**src/rtl/tdm_demux_1_to_n.sv**
```systemverilog
// TDM receive demultiplexer: frame hunt/lock, per-slot channel registers.
// Optional DEMUX_PARITY_EN adds din_par/par_err and drops bad-parity writes.
module tdm_demux_1_to_n #(
  parameter int N_CH = 4,
  parameter int W    = 8
) (
  input  logic              clk,
  input  logic              rst,
  input  logic [W-1:0]      din,
  input  logic              din_valid,
  input  logic              frame_sync,
`ifdef DEMUX_PARITY_EN
  input  logic              din_par,
  output logic              par_err,
`endif
  output logic [N_CH*W-1:0] ch_data,
  output logic [N_CH-1:0]   ch_valid,
  output logic              frame_done,
  output logic              locked,
  output logic              sync_err
);

  localparam int SW = (N_CH > 1) ? $clog2(N_CH) : 1;
  localparam logic [SW-1:0] LAST = SW'(N_CH - 1);
  localparam logic [SW-1:0] ONE  = SW'(1);

  typedef enum logic {
    HUNT   = 1'b0,
    LOCKED = 1'b1
  } state_t;

  state_t          state;
  state_t          nxt_state;
  logic [SW-1:0]   slot;
  logic [SW-1:0]   nxt_slot;
  logic [SW-1:0]   wr_slot;
  logic [W-1:0]    ch_q [N_CH];
  logic [N_CH-1:0] wr_hot;
  logic            take;
  logic            wr_en;
  logic            err;
  logic            fd;
  logic            par_ok;
  logic            hunt;

`ifdef DEMUX_PARITY_EN
  assign par_ok = ~(^{din, din_par});
`else
  assign par_ok = 1'b1;
`endif

  assign hunt = (state == HUNT);

  // Framing decision for the beat being sampled this cycle
  always_comb begin
    take      = 1'b0;
    err       = 1'b0;
    wr_slot   = '0;
    nxt_slot  = slot;
    nxt_state = state;
    if (din_valid) begin
      if (frame_sync) begin
        take      = 1'b1;
        err       = !hunt && (slot != '0);
        nxt_slot  = ONE;
        nxt_state = LOCKED;
      end else if (!hunt && (slot != '0)) begin
        take    = 1'b1;
        wr_slot = slot;
        if (slot == LAST) begin
          nxt_slot = '0;
        end else begin
          nxt_slot = slot + ONE;
        end
      end else if (!hunt) begin
        err       = 1'b1;
        nxt_slot  = '0;
        nxt_state = HUNT;
      end
    end
  end

  assign wr_en  = take && par_ok;
  assign fd     = take && (wr_slot == LAST);
  assign wr_hot = {{(N_CH-1){1'b0}}, 1'b1} << wr_slot;

  always_ff @(posedge clk or posedge rst) begin
    if (rst) begin
      state      <= HUNT;
      slot       <= '0;
      locked     <= 1'b0;
      ch_valid   <= '0;
      frame_done <= 1'b0;
      sync_err   <= 1'b0;
`ifdef DEMUX_PARITY_EN
      par_err    <= 1'b0;
`endif
      for (int k = 0; k < N_CH; k++) begin
        ch_q[k] <= '0;
      end
    end else begin
      state      <= nxt_state;
      slot       <= nxt_slot;
      locked     <= (nxt_state == LOCKED);
      ch_valid   <= wr_en ? wr_hot : '0;
      frame_done <= fd;
      sync_err   <= err;
`ifdef DEMUX_PARITY_EN
      par_err    <= din_valid && !par_ok;
`endif
      if (wr_en) begin
        ch_q[wr_slot] <= din;
      end
    end
  end

  for (genvar g = 0; g < N_CH; g++) begin : g_out
    assign ch_data[g*W +: W] = ch_q[g];
  end

endmodule
```
**config.mk**
```make
export PLATFORM = sky130hd
export DESIGN_NAME = tdm_demux_1_to_n
export DESIGN_NICKNAME = d
export VERILOG_FILES = /design/src/rtl/tdm_demux_1_to_n.sv
export SDC_FILE = /design/constraint.sdc
export NUM_CORES = 1
export LEC_CHECK = 0
export BUFFER_PORTS_ARGS = -buffer_cell sky130_fd_sc_hd__buf_2
export CORE_UTILIZATION = 35
export CTS_BUF_LIST = sky130_fd_sc_hd__clkbuf_8 sky130_fd_sc_hd__clkbuf_16
export DETAILED_ROUTE_END_ITERATION = 8
export GPL_ROUTABILITY_DRIVEN = 1
export PLACE_DENSITY = 0.54
export SLEW_MARGIN = 20
export SYNTH_ARGS = -nofsm -noshare
export SYNTH_HDL_FRONTEND = slang
export SYNTH_SLANG_ARGS = --single-unit
```
**constraint.sdc**
```tcl
create_clock -name clk -period 2.1 [get_ports clk]
set_input_delay 0.21 -clock clk [delete_from_list [all_inputs] [get_ports clk]]
set_output_delay 0.21 -clock clk [all_outputs]
set_load 0.005 [all_outputs]
```
==> results.md <==
* RSZ-0062 raised after global routing: no
* Final wirelength at 3120 um
* Largest net degree at the start of global routing at 41
* Synth async-reset ratio at 100%
* Initial antenna violation count at 0
* PortBufs at 50
* Total grt overflow at 0
* Placed cell area at 1930 sq um
* Netlist cell types at 22
* Fmax achieved at 502 MHz
* Most frequent cells in the layout: buf_2, dfrtp_1, mux2_2
* Startpoint types: register
* DP Cell Count at 205
* Die Ht at 70.3 um
* Skew-Pair Late Insertion Delay at 0.29 ns
* Total GRT Usage at 14.0%
* Syn_nets at 119
* Initial Util at 37.0%
* Clk slew on worst S/H paths at 0.08 ns
* Setup TNS at 0 ns
* Crit Path Class: reg -> reg
* Final Hold Viols at 0
* Area of the die at 4940 sq um
* Non-filler cells in the finished layout at 214
* Cells after synthesis at 105
* GPL Wtd Cong at 0.754
* H-tree levels at 2
* Sequential share of the synthesized area at 61.3%
* EDFF count, synth at 0
* Min cycle time layout at 1.99 ns
* Core Rows at 24
* Share of the synthesized area in the top cell type at 61.3%
* First-pass GRT wire length at 5240 um
* Setup Viol. Count Final at 0
* Pre-antenna DRT Iters at 3
* Initial drt markers at 42
* Ratio of cells with drive above 1 in the final layout at 62.3%
* WHS at 0.0356 ns
* Residual DRC at 0
* FF+latch count, synth at 40
* Worst setup EP type: register
* VDD IR max at 496 uV
* Power Density at 1160 nW/um^2
* Hold-fix buffers, CTS at 0
* Mean Syn Cell Area at 15.6 sq um
* CTS tree: built
* WP data required at 2.28 ns
* Post-Syn Area at 1630 sq um
* Top_reg_cell synth: dfrtp_1
* Vias in the first global route at 1041
* Diode count at 0
* Vias per cell at 4.72
* Period Utilization, post-route at 94.9%
* Top Ports at 51
* Total CTS buffers at 5
* Synth Warn # at 0
* LEAKAGE at 1.11 nW
* Clock Tree Buf Depth at 2
* Worst clock skew at 0.00427 ns
* WL/cell at 14.6 um
* MaxCap Viol Count at 0
* Pins Over Slew Limit at 0
* Synth area leader: dfrtp_1
* Slew headroom at 66.5%
* Routed Antenna Nets at 0
* Root Buffer: clkbuf_8
* Hold crit path type: in -> async
* Worst EP arrival at 2.17 ns
* Crit-path max FO at 9
* Commonest non-fill, non-tap cell in the layout: buf_2
* P&R area growth vs syn at 24.8%
* Worst slew pin tran at 0.503 ns
* DP HPWL at 2240 um
* Ranking of synthesized cells by area: dfrtp_1, mux2_2, mux2_4
* Clk sink count at 40
* Core area at 4410 sq um
* Via count at 1011
* Design area at 2040 sq um
* Die Width at 70.3 um
* Final #Nets at 175
* Outcome: completed
[synth_stat cells, drive strengths merged, types with 2 or more instances]
cell   count
ha         2
o21ai      3
buf        5
a22o       2
nand2      6
inv        6
nor4b      2
mux2      32
dfrtp     40
[routing by layer]
layer,part of all wire [%],vias to the layer above,track usage [%]
met4,1.3,0,4.67
met5,0,-,0
met3,5.1,6,4.91
met2,49,29,23.2
li1,-,474,-
met1,45,502,16.7
[where the power goes]
group	switching (mW)	leakage (nW)	internal [mW]
logic	0.278	0.550	0.446
registers	0.145	0.509	1.02
clock network	0.256	0.0479	0.231
total	0.678	1.11	1.70
[area by class of cell]
cell class | count | area (sq um)
timing repair buffer | 54 | 293
clock inverter | 3 | 18.8
multi-input combinational | 54 | 569
tap | 52 | 65.1
sequential | 40 | 1000
fill | 414 | 2380
inverter | 6 | 22.5
clock buffer | 5 | 68.8
[state kept, by name, summed over array words and instances (netlist names)]
name      cells
ch_data      32
ch_valid      4
slot          2
state         1
sync_err      1
[metrics by stage]
step           setup slack [ns]  power [mW]  utilization, %
2_1_floorplan             0.198        1.58               -
5_1_grt                  0.0359        2.55            46.2
4_1_cts                  0.0963        2.41            45.7
3_3_place_gp              0.163        1.87            43.7
3_5_place_dp              0.108        1.91            43.7
6_report                  0.107        2.37            46.2
[final timing paths]
kind,endpoint,from,slack [ns],cells past startpoint
max,ch_data[9],slot[0],0.11,4
min,ch_data[12],rst,0.04,3
max reg2reg,ch_data[9],slot[0],0.11,4
min reg2reg,ch_data[23],ch_data[23],0.50,1
max in group asynchronous,slot[1],rst,1.72,3
min in group clk,ch_data[13],din[5],0.20,2
[cell families after synthesis]
kind of cell / synth area share, %
flops: 61.3
buf+inv: 3.83
fa+ha+maj: 1.53
compound gates: 2.30
mux: 23.9
simple gates: 6.59
xor+xnor: 0.536
[what timing repair did]
action,4_1_cts,5_1_grt
setup buffers,0,1
endpoints found under the setup margin,0,6
resized for setup,0,0
endpoints found under the hold margin,0,0
[critical path, cell delays in order (launching register included)]
cell	delay, ns
dfrtp_1	0.44
inv_1	0.10
ha_1	0.32
or4_4	0.68
mux2_4	0.34
No activity file was read; power rests on OpenSTA's default activity.
